<file path="src/rtl/adder_pkg.sv">
// Shared types for the sequential accumulator:
// FSM state encoding and the add/subtract mode constants.
package adder_pkg;

  typedef enum logic [1:0] {
    S_IDLE  = 2'd0,
    S_ACCUM = 2'd1,
    S_DONE  = 2'd2
  } state_t;

  localparam logic MODE_ADD = 1'b0;
  localparam logic MODE_SUB = 1'b1;

endpackage

</file>
<file path="src/rtl/carry_lookahead_adder.sv">
// WIDTH-bit carry-lookahead adder with carry-out and
// two's-complement overflow.
module carry_lookahead_adder #(
  parameter int WIDTH = 8
) (
  input  logic [WIDTH-1:0] a,
  input  logic [WIDTH-1:0] b,
  input  logic             cin,
  output logic [WIDTH-1:0] sum,
  output logic             cout,
  output logic             ovf
);

  logic [WIDTH-1:0] w_g;
  logic [WIDTH-1:0] w_p;
  logic [WIDTH:0]   w_c;
  logic             w_pp;

  assign w_g = a & b;
  assign w_p = a ^ b;

  // Each carry is expanded from generate/propagate terms
  // rather than chained from the previous carry.
  always_comb begin
    w_c    = '0;
    w_pp   = 1'b0;
    w_c[0] = cin;
    for (int i = 0; i < WIDTH; i++) begin
      w_c[i+1] = w_g[i];
      w_pp     = w_p[i];
      for (int j = i - 1; j >= 0; j--) begin
        w_c[i+1] = w_c[i+1] | (w_pp & w_g[j]);
        w_pp     = w_pp & w_p[j];
      end
      w_c[i+1] = w_c[i+1] | (w_pp & cin);
    end
  end

  assign sum  = w_p ^ w_c[WIDTH-1:0];
  assign cout = w_c[WIDTH];
  assign ovf  = w_c[WIDTH] ^ w_c[WIDTH-1];

endmodule

</file>
<file path="src/rtl/sequential_accumulator.sv">
// Accumulates OPERANDS values over a valid/ready stream,
// adding or subtracting, with sticky carry/borrow and overflow.
module sequential_accumulator
  import adder_pkg::*;
#(
  parameter int WIDTH    = 8,
  parameter int OPERANDS = 4
) (
  input  logic             clock,
  input  logic             reset,
  input  logic             start,
  input  logic             mode,
  input  logic             carry_in,
  input  logic             in_valid,
  input  logic [WIDTH-1:0] in_data,
  output logic             in_ready,
  output logic [WIDTH-1:0] result,
  output logic             carry_out,
  output logic             overflow,
  output logic             busy,
  output logic             done
);

  localparam int CW = $clog2(OPERANDS);

  state_t           r_state;
  state_t           w_next;
  logic             r_mode;
  logic             r_cin;
  logic [CW-1:0]    r_cnt;
  logic [WIDTH-1:0] r_acc;
  logic [WIDTH-1:0] r_result;
  logic             r_sc;
  logic             r_sv;
  logic             r_carry;
  logic             r_ovf;

  logic             w_hs;
  logic             w_first;
  logic             w_last;
  logic [WIDTH-1:0] w_b;
  logic             w_cin;
  logic [WIDTH-1:0] w_sum;
  logic             w_cout;
  logic             w_ovf;
  logic [WIDTH-1:0] w_acc_next;
  logic             w_step_c;
  logic             w_step_v;

  always_ff @(posedge clock or posedge reset) begin
    if (reset) r_state <= S_IDLE;
    else       r_state <= w_next;
  end

  always_comb begin
    w_next   = r_state;
    in_ready = 1'b0;
    busy     = 1'b0;
    done     = 1'b0;
    unique case (r_state)
      S_IDLE: begin
        if (start) w_next = S_ACCUM;
      end
      S_ACCUM: begin
        in_ready = 1'b1;
        busy     = 1'b1;
        if (in_valid && w_last) w_next = S_DONE;
      end
      S_DONE: begin
        busy   = 1'b1;
        done   = 1'b1;
        w_next = S_IDLE;
      end
      default: w_next = S_IDLE;
    endcase
  end

  assign w_hs    = in_valid & in_ready;
  assign w_first = (r_cnt == '0);
  assign w_last  = (r_cnt == CW'(OPERANDS - 1));

  // Subtract is acc + ~x + 1; carry_in only feeds the first add step.
  assign w_b   = (r_mode == MODE_SUB) ? ~in_data : in_data;
  assign w_cin = (r_mode == MODE_SUB) ? 1'b1
               : (r_cnt == CW'(1)) & r_cin;

  carry_lookahead_adder #(
    .WIDTH(WIDTH)
  ) u_cla (
    .a   (r_acc),
    .b   (w_b),
    .cin (w_cin),
    .sum (w_sum),
    .cout(w_cout),
    .ovf (w_ovf)
  );

  assign w_acc_next = w_first ? in_data : w_sum;
  assign w_step_c   = ~w_first &
                      ((r_mode == MODE_SUB) ? ~w_cout : w_cout);
  assign w_step_v   = ~w_first & w_ovf;

  always_ff @(posedge clock or posedge reset) begin
    if (reset) begin
      r_mode   <= MODE_ADD;
      r_cin    <= 1'b0;
      r_cnt    <= '0;
      r_acc    <= '0;
      r_sc     <= 1'b0;
      r_sv     <= 1'b0;
      r_result <= '0;
      r_carry  <= 1'b0;
      r_ovf    <= 1'b0;
    end else begin
      if (r_state == S_IDLE && start) begin
        r_mode <= mode;
        r_cin  <= carry_in;
        r_cnt  <= '0;
        r_sc   <= 1'b0;
        r_sv   <= 1'b0;
      end
      if (w_hs) begin
        r_acc <= w_acc_next;
        r_sc  <= r_sc | w_step_c;
        r_sv  <= r_sv | w_step_v;
        r_cnt <= w_last ? '0 : r_cnt + CW'(1);
        // Outputs load here so they are valid during the done pulse.
        if (w_last) begin
          r_result <= w_acc_next;
          r_carry  <= r_sc | w_step_c;
          r_ovf    <= r_sv | w_step_v;
        end
      end
    end
  end

  assign result    = r_result;
  assign carry_out = r_carry;
  assign overflow  = r_ovf;

endmodule

</file>
<file path="config.mk">
export PLATFORM = sky130hd
export DESIGN_NAME = sequential_accumulator
export DESIGN_NICKNAME = d
export VERILOG_FILES = /design/src/rtl/adder_pkg.sv /design/src/rtl/carry_lookahead_adder.sv /design/src/rtl/sequential_accumulator.sv
export SDC_FILE = /design/constraint.sdc
export NUM_CORES = 1
export LEC_CHECK = 0
export BUFFER_PORTS_ARGS = -buffer_cell sky130_fd_sc_hd__buf_2
export CAP_MARGIN = 20
export CORE_ASPECT_RATIO = 0.8
export CORE_UTILIZATION = 50
export DETAILED_ROUTE_END_ITERATION = 8
export PLACE_DENSITY = 0.71
export SLEW_MARGIN = 20
export SYNTH_ARGS = -nofsm -noshare
export SYNTH_HDL_FRONTEND = slang
export SYNTH_HIERARCHICAL = 1
export SYNTH_SLANG_ARGS = --single-unit
</file>
<file path="constraint.sdc">
create_clock -name clock -period 3.7 [get_ports clock]
set_clock_uncertainty 0.15 [all_clocks]
set_input_delay 0.925 -clock clock [delete_from_list [all_inputs] [get_ports clock]]
set_output_delay 0.925 -clock clock [all_outputs]
set_load 0.05 [all_outputs]
</file>
# [Word-level counts from Yosys, hierarchy flattened]
# Cells that the tools add are included.
# Widths: inputs -> output; s select.
[op_classes] muxes=16 bitwise=113 eq_ne=6 n_addsub=1 reduce_logical=8
[op_table] cell="$and 1x1->1" n=68
[op_table] cell="$or 1x1->1" n=38
[op_table] cell="$mux 8" n=2
[op_table] cell="$xor 8x8->8" n=2
[op_table] cell="$mux 2" n=5
[op_table] cell="$and 8x8->8" n=1
[op_table] cell="$mux 1" n=8
[op_table] cell="$not 8->8" n=1
[op_table] cell="$eq 2x1->1 const B" n=2
[op_table] cell="$eq 2x2->1 const B" n=2
[op_table] cell="$logic_not 2->1" n=2
[op_table] cell="$ne 2x2->1 const B" n=2
[op_table] cell="$pmux 2 s2" n=1
[op_table] cell="$reduce_and 2->1" n=2
[op_table] cell="$add 2x1->2 const B" n=1
[op_table] cell="$logic_and 1x1->1" n=2
[op_table] cell="$not 1->1" n=2
[op_table] cell="$reduce_bool 2->1" n=1
[op_table] cell="$reduce_or 2->1" n=1
[op_table] cell="$xor 1x1->1" n=1
[totals] regBits=26 input_bits=14

# [Logic depth before layout (Yosys ltp)]
# Gate-level depths: netlist (run 1).
[logic_depth] word_depth=17 mapped_depth=10 ltp_nobuf=10

# [Cells and area by module]
# The synthesis (run 1) kept the hierarchy.
[by_module_without_submodules] mod="sequential_accumulator" cells_each=122 area_per_inst_um2=1293.7 n_inst=1
[by_module_without_submodules] mod="carry_lookahead_adder" cells_each=47 area_per_inst_um2=377.9 n_inst=1

# [Least setup slack after synthesis (run 1)]
# OpenSTA, ideal clock, no wires.
[synth_path] path_kind="input to register" startpoint="input port in_data[3]" endpoint="register r_carry, in the netlist carry_out" setup_ps=124 n_path_buf=0 path_slack_ps=731 required_ps=3426 arrival_time_ps=2695 stages=9 path_cell_list="xor2_1 ha_1 a211oi_2 o21bai_2 o211a_1 or3_1 xor2_1 a21oi_1 o21ai_1"
[synth_between] elab_chain_cells=13
[synth_lines] item="start, declared" line_no="sequential_accumulator.sv:15" source="input logic [WIDTH-1:0] in_data,"
[synth_lines] item="$not 8->8" line_no="sequential_accumulator.sv:83" source="assign w_b = (r_mode == MODE_SUB) ? ~in_data : in_data;"
[synth_lines] item="$mux 8 *" line_no="sequential_accumulator.sv:83"
[synth_lines] item="$and 8x8->8 or $xor 8x8->8 (tied branches)" line_no="carry_lookahead_adder.sv:19, carry_lookahead_adder.sv:20"
[synth_lines] item="$and 1x1->1 (on tied branches)" line_no="carry_lookahead_adder.sv:32, carry_lookahead_adder.sv:33"
[synth_lines] item="$or 1x1->1, or another cell as far along (3 in a row)" line_no="carry_lookahead_adder.sv:32" source="w_c[i+1] = w_c[i+1] | (w_pp & w_g[j]);"
[synth_lines] item="$or 1x1->1 or $and 1x1->1 (tied branches)" line_no="carry_lookahead_adder.sv:32, carry_lookahead_adder.sv:35"
[synth_lines] item="$or 1x1->1 *" line_no="carry_lookahead_adder.sv:35" source="w_c[i+1] = w_c[i+1] | (w_pp & cin);"
[synth_lines] item="via w_cout" line_no="sequential_accumulator.sv:44" source="logic w_cout;"
[synth_lines] item="$not 1->1" line_no="sequential_accumulator.sv:100" source="((r_mode == MODE_SUB) ? ~w_cout : w_cout);"
[synth_lines] item="$mux 1 *" line_no="sequential_accumulator.sv:100"
[synth_lines] item="$and 1x1->1 *" line_no="sequential_accumulator.sv:99" source="assign w_step_c = ~w_first &"
[synth_lines] item="$or 1x1->1 *" line_no="sequential_accumulator.sv:130" source="r_carry <= r_sc | w_step_c;"
[synth_lines] item="end signal, assigned" line_no="sequential_accumulator.sv:130"
[synth_lines] item="end, declared" line_no="sequential_accumulator.sv:35" source="logic r_carry;"
# The timed path passes the listed nets; every way through them passes the cells marked *.
# A chain may end at the register's enable or synchronous reset.

# [Worst setup path in the final report (run 1)]
[layout_path] startpoint="input port in_data[0]" endpoint="register r_carry, in the netlist carry_out"
[layout_between] elab_chain_cells=10
[layout_lines] item="$not 8->8" line_no="sequential_accumulator.sv:83"
[layout_lines] item="$mux 8 *" line_no="sequential_accumulator.sv:83"
[layout_lines] item="via w_b[0]" line_no="sequential_accumulator.sv:41" source="logic [WIDTH-1:0] w_b;"
[layout_lines] item="$and 8x8->8 or $xor 8x8->8 (tied branches)" line_no="carry_lookahead_adder.sv:19, carry_lookahead_adder.sv:20"
[layout_lines] item="$and 1x1->1 (on tied branches)" line_no="carry_lookahead_adder.sv:32, carry_lookahead_adder.sv:33"
[layout_lines] item="$or 1x1->1 or $and 1x1->1 (tied branches)" line_no="carry_lookahead_adder.sv:32, carry_lookahead_adder.sv:35"
[layout_lines] item="$or 1x1->1 *" line_no="carry_lookahead_adder.sv:35"
[layout_lines] item="via w_cout" line_no="sequential_accumulator.sv:44"
[layout_lines] item="$not 1->1" line_no="sequential_accumulator.sv:100"
[layout_lines] item="$mux 1 *" line_no="sequential_accumulator.sv:100"
[layout_lines] item="$and 1x1->1 *" line_no="sequential_accumulator.sv:99"
[layout_lines] item="$or 1x1->1 *" line_no="sequential_accumulator.sv:130"
# Marked as above.

==> results.json, run 1 <==
{
  "start_util": 0.534,
  "synth_nets": 200,
  "ys_seq_elements": 26,
  "die_h_um": 53.7,
  "drive_above_1_share": 0.214,
  "root_buffer": "clkbuf_8",
  "synthArstFlopShare": 1.00,
  "cts_sinks": 26,
  "seq_area_um2": 651,
  "design.core.area_um2": 3130,
  "synth_area_um2": 1670,
  "grt_setup_unrepaired": "false",
  "min_period_ns": 3.00,
  "cts_tree": "yes",
  "grt_pass1_wl_um": 5200,
  "grt_pass1_vias": 1141,
  "critPathMostFrequentCell": "xor2_1",
  "chipWidth_um": 66.6,
  "multiInputGateArea_um2": 940,
  "clock_latency_ns": 0.27,
  "port_buffers": 26,
  "ys_seq_area_frac": 0.389,
  "status": "complete, no violations",
  "h-tree-depth": 1,
  "fillers": 291,
  "dpl.cell_count": 229,
  "cp_slowest_cell": "or3_1",
  "yosys.area.top_type_share": 0.389,
  "slew_headroom": 0.480,
  "vias": 1232,
  "post_cts_buffers": 0,
  "synthFlopType": "dfrtp_1",
  "clkTransAtPathRegs_ns": 0.08,
  "hold-path-cell-count": 2,
  "fin_cells": 232,
  "routed_wl_um": 3120,
  "numCtsBuffers": 3,
  "fmaxAchievable_mhz": 333,
  "tightest_slew_ns": 0.777,
  "drtPass1Iterations": 4,
  "startpoint_type": "input pin",
  "grt_remaining_overflow": 0,
  "finalHoldViolations": 0,
  "cp_top_family": "compound AO/OA/AOI/OAI gates",
  "cp_slowest_stage_delay_ns": 0.36,
  "yosysWarnings": 6,
  "worstPathCellList": "buf_2 > xor2_1 > ha_1 > a211oi_2 > nor3_2 > o211a_1 > or3_1 > xor2_1 > a21oi_1 > o21ai_1",
  "cp_data_required_time_ns": 3.68,
  "setup_violations": 0,
  "synth_top_area_cell": "dfrtp_1",
  "globalplace.congestion": 0.796,
  "synth_most_common_cell": "dfrtp_1",
  "dpl.hpwl_um": 2300,
  "utilization": 0.591,
  "rr_worst_depth": 9,
  "final_antenna_net_count": 0,
  "groute.usage.overall": 0.198,
  "drv_slew": 0,
  "fin_crit_sh": 0.811,
  "die-area_um2": 3580,
  "post_cts_resized": 0,
  "area_growth_pct": 10.6,
  "core.rowCount": 18,
  "tns_ns": 0,
  "antennaDiodeCount": 0,
  "synth_common_cells": "26 x dfrtp_1, 23 x nand2_1, 16 x ha_1, 11 x o21ai_0, 11 x o21ai_1",
  "cts_buffer_depth": 2,
  "crit_buf_inv": 1,
  "vias_per_cell": 5.31,
  "critical_path.max_fanout": 6,
  "yosys-top-cells-area": "dfrtp_1 39%, ha_1 12%, xor2_1 5.2%, nand2_1 5.2%, mux2i_1 4.8%",
  "hold_path.class": "flip-flop to flip-flop",
  "synth_edf_count": 0,
  "cp-end-kind": "flip-flop",
  "drc_errors": 0,
  "grt_max_degree": 27,
  "antenna_found_initial": 0,
  "cp.depth": 10,
  "layout.nets": 225,
  "syn_inst": 169,
  "crit_type": "input pin to flip-flop",
  "drv_cap": 0,
  "arrival_ns": 2.98,
  "ys_types": 36,
  "avgSynthCellArea_um2": 9.89,
  "postCtsHoldBufs": 0,
  "dr.first_iter.drc_count": 35,
  "io_pins": 27,
  "wl_per_cell_um": 13.4
}
[per-layer routing]
layer,routed length (um),global-route usage
met1,1520,0.248
met2,1470,0.342
met3,123,0.0614
met4,14,0.0319
met5,0,0
[path summary, 6_finish.rpt]
path / from / endpoint / slack [ns]
max: in_data[0] / carry_out / 0.70
min: result[6] / result[6] / 0.33
max reg2reg: r_mode / carry_out / 0.75
min reg2reg: result[6] / result[6] / 0.33
max in group asynchronous: reset / result[6] / 2.48
min in group asynchronous: reset / r_acc[7] / 0.55
[tightest hold or removal path: stages, from the launching register on]
cell and delay [ns]:
dfrtp_1 0.35, nand2_1 0.05, o21ai_1 0.06
[flip-flops by register name, summed over array words and instances, names as in the netlist]
register   count
carry_out      1
overflow       1
r_acc          8
r_cin          1
r_cnt          2
r_mode         1
r_sc           1
r_state        2
r_sv           1
result         8
[kinds of logic (layout without fill, tap and decap cells)]
| kind of cell | Yosys count | count (layout) | synth area share |
|---|---|---|---|
| AOI/OAI and AO/OA | 40 | 40 | 0.155 |
| DFF | 26 | 26 | 0.389 |
| adders and majority gates | 17 | 17 | 0.132 |
| buffers and inverters | 16 | 39 | 0.0486 |
| muxes | 12 | 12 | 0.0749 |
| xor gates and xnor gates | 14 | 14 | 0.0733 |
| and+or+nand+nor | 44 | 44 | 0.127 |
[per-stage QoR]
step	hold slack, ns	setup WS [ns]	area [um^2]
2_1_floorplan	0.300	0.731	1670
3_3_place_gp	0.309	0.485	1810
3_5_place_dp	0.320	0.437	1810
4_1_cts	0.341	0.715	1850
5_1_grt	0.365	0.578	1850
6_report	0.334	0.701	1850
[cells in the final DEF (no fill, tap or decap), types with 2 or more instances in the layout]
| cell type | n |
|---|---|
| xor2_1 | 10 |
| mux2i_1 | 8 |
| dfrtp_1 | 26 |
| a21o_1 | 3 |
| nor3b_1 | 4 |
| o21ai_1 | 11 |
| nor2_1 | 4 |
| clkbuf_8 | 3 |
| ha_1 | 16 |
| xnor2_1 | 4 |
| o21ai_0 | 11 |
| a21oi_1 | 4 |
| nand3_1 | 7 |
| inv_1 | 9 |
| nand2_1 | 23 |
| mux2_2 | 4 |
| buf_2 | 26 |
| a211oi_2 | 2 |
[layout make-up]
type | instances | share of cell area
inverter | 10 | 0.0203
multi-input combinational | 127 | 0.508
sequential | 26 | 0.352
tap | 40 | 0.0271
clock buffer | 3 | 0.0223
timing repair buffer | 26 | 0.0704
Power of run 1 is left out: the tool's default activity adds up to more than one toggle a clock period on the data nets, which glitch-free logic cannot reach.
==> inputs of run 2 (changes only) <==
clock period = 2.9 ns   (was 3.7 ns; I/O delays follow)
==> run 2 against run 1 <==
Setup slack lost 0.55 ns. Global-route usage grew 1.9 points. Critical path type is now flip-flop to flip-flop. Via count grew 6.1%. Highest routed layer unchanged. First-iteration DRC count grew 57%.
==> results.json, run 2 (same netlist as run 1, synthesis figures left out) <==
{
  "postCtsHoldBufs": 0,
  "tightest_slew_ns": 0.754,
  "core.rowCount": 18,
  "critical_path.max_fanout": 6,
  "fmaxAchievable_mhz": 364,
  "vias_per_cell": 5.42,
  "final_antenna_net_count": 0,
  "area_growth_pct": 15.0,
  "h-tree-depth": 1,
  "io_pins": 27,
  "drc_errors": 0,
  "startpoint_type": "flip-flop",
  "dpl.hpwl_um": 2620,
  "cp_slowest_cell": "dfrtp_1",
  "dr.first_iter.drc_count": 55,
  "routed_wl_um": 3400,
  "start_util": 0.534,
  "critPathMostFrequentCell": "xor2_1",
  "cp_slowest_stage_delay_ns": 0.53,
  "fillers": 280,
  "regToRegStartpoint": "r_mode",
  "antennaDiodeCount": 0,
  "crit_type": "flip-flop to flip-flop",
  "cp-end-kind": "flip-flop",
  "drv_slew": 0,
  "hold_path.class": "input pin to asynchronous set/reset pin",
  "min_period_ns": 2.75,
  "drtPass1Iterations": 4,
  "post_cts_buffers": 0,
  "clock_latency_ns": 0.28,
  "setup_ws_ns": 0.152,
  "finalHoldViolations": 0,
  "grt_pass1_vias": 1295,
  "post_cts_resized": 0,
  "groute.usage.overall": 0.216,
  "rr_worst_depth": 9,
  "numCtsBuffers": 3,
  "design.core.area_um2": 3130,
  "cts_buffer_depth": 2,
  "layout.nets": 233,
  "chipWidth_um": 66.6,
  "clkTransAtPathRegs_ns": 0.09,
  "status": "complete, no violations",
  "setup_violations": 0,
  "die_h_um": 53.7,
  "fin_crit_sh": 0.948,
  "grt_max_degree": 27,
  "drive_above_1_share": 0.244,
  "grt_remaining_overflow": 0,
  "cts_tree": "yes",
  "port_buffers": 26,
  "dp_slack_ns": -0.0973,
  "cp-startpoint": "r_mode",
  "cp_data_required_time_ns": 2.88,
  "final_cell_mix": "26 x dfrtp_1, 26 x buf_2, 23 x nand2_1",
  "arrival_ns": 2.73,
  "worstPathCellList": "xor2_1 > ha_1 > a211oi_2 > nor3_2 > o211a_1 > or3_1 > xor2_1 > a21oi_1 > o21ai_1",
  "globalplace.congestion": 0.887,
  "die-area_um2": 3580,
  "slew_headroom": 0.496,
  "vias": 1307,
  "root_buffer": "clkbuf_8",
  "drv_cap": 0,
  "antenna_found_initial": 0,
  "cts_sinks": 26,
  "grt_setup_unrepaired": "false",
  "grt_pass1_wl_um": 5700,
  "wl_per_cell_um": 14.1
}
## run 2: changes by cell type in the layout (fill, tap and decap cells not counted), sizes merged
cell	previous run	this run
clkbuf	3	4
buf	26	34
## run 2: cell type report
type	count	area, um^2	share of cell area
clock buffer	4	55.1	0.0286
inverter	10	37.5	0.0195
multi-input combinational	127	940	0.489
sequential	26	651	0.338
tap	40	50.0	0.0260
timing repair buffer	34	190	0.0989
## run 2: final timing paths
check | slack, ns | endpoint
hold reg to reg | 0.33 | result[7]
hold / removal | 0.33 | r_state[1]
max in group asynchronous | 2.02 | carry_out
min in group clock | 0.33 | result[7]
setup reg to reg | 0.15 | carry_out
setup / recovery | 0.15 | carry_out
## run 2: worst max-delay path: cells and delay by family, from the launching register on
kind / cells / cell delay (ns)
flip-flops: 1 / 0.53
AND/OR/NAND/NOR: 2 / 0.47
XOR/XNOR: 2 / 0.41
AO/OA/AOI/OAI: 4 / 0.75
adder cells (fa/ha/maj): 1 / 0.29
## run 2: per-layer routing
layer | wire length, um | up-vias | track usage
met4 | 8 | 0 | 0.0496
li1 | - | 645 | -
met2 | 1660 | 30 | 0.391
met1 | 1580 | 630 | 0.262
met3 | 150 | 2 | 0.0530
met5 | 0 | - | 0
## run 2: through the flow
| stage | TNS [ns] | util | area, um^2 | hold WS (ns) | instances |
|---|---|---|---|---|---|
| floorplan | 0 | - | 1670 | 0.300 | 169 |
| global placement | -0.0900 | 0.597 | 1870 | 0.310 | 237 |
| detailed placement | -0.268 | 0.597 | 1870 | 0.318 | 237 |
| CTS | 0 | 0.614 | 1920 | 0.340 | 241 |
| global route | 0 | 0.614 | 1920 | 0.354 | 241 |
| finish | 0 | 0.614 | 1920 | 0.333 | 241 |
Power of run 2 is left out for the same reason.
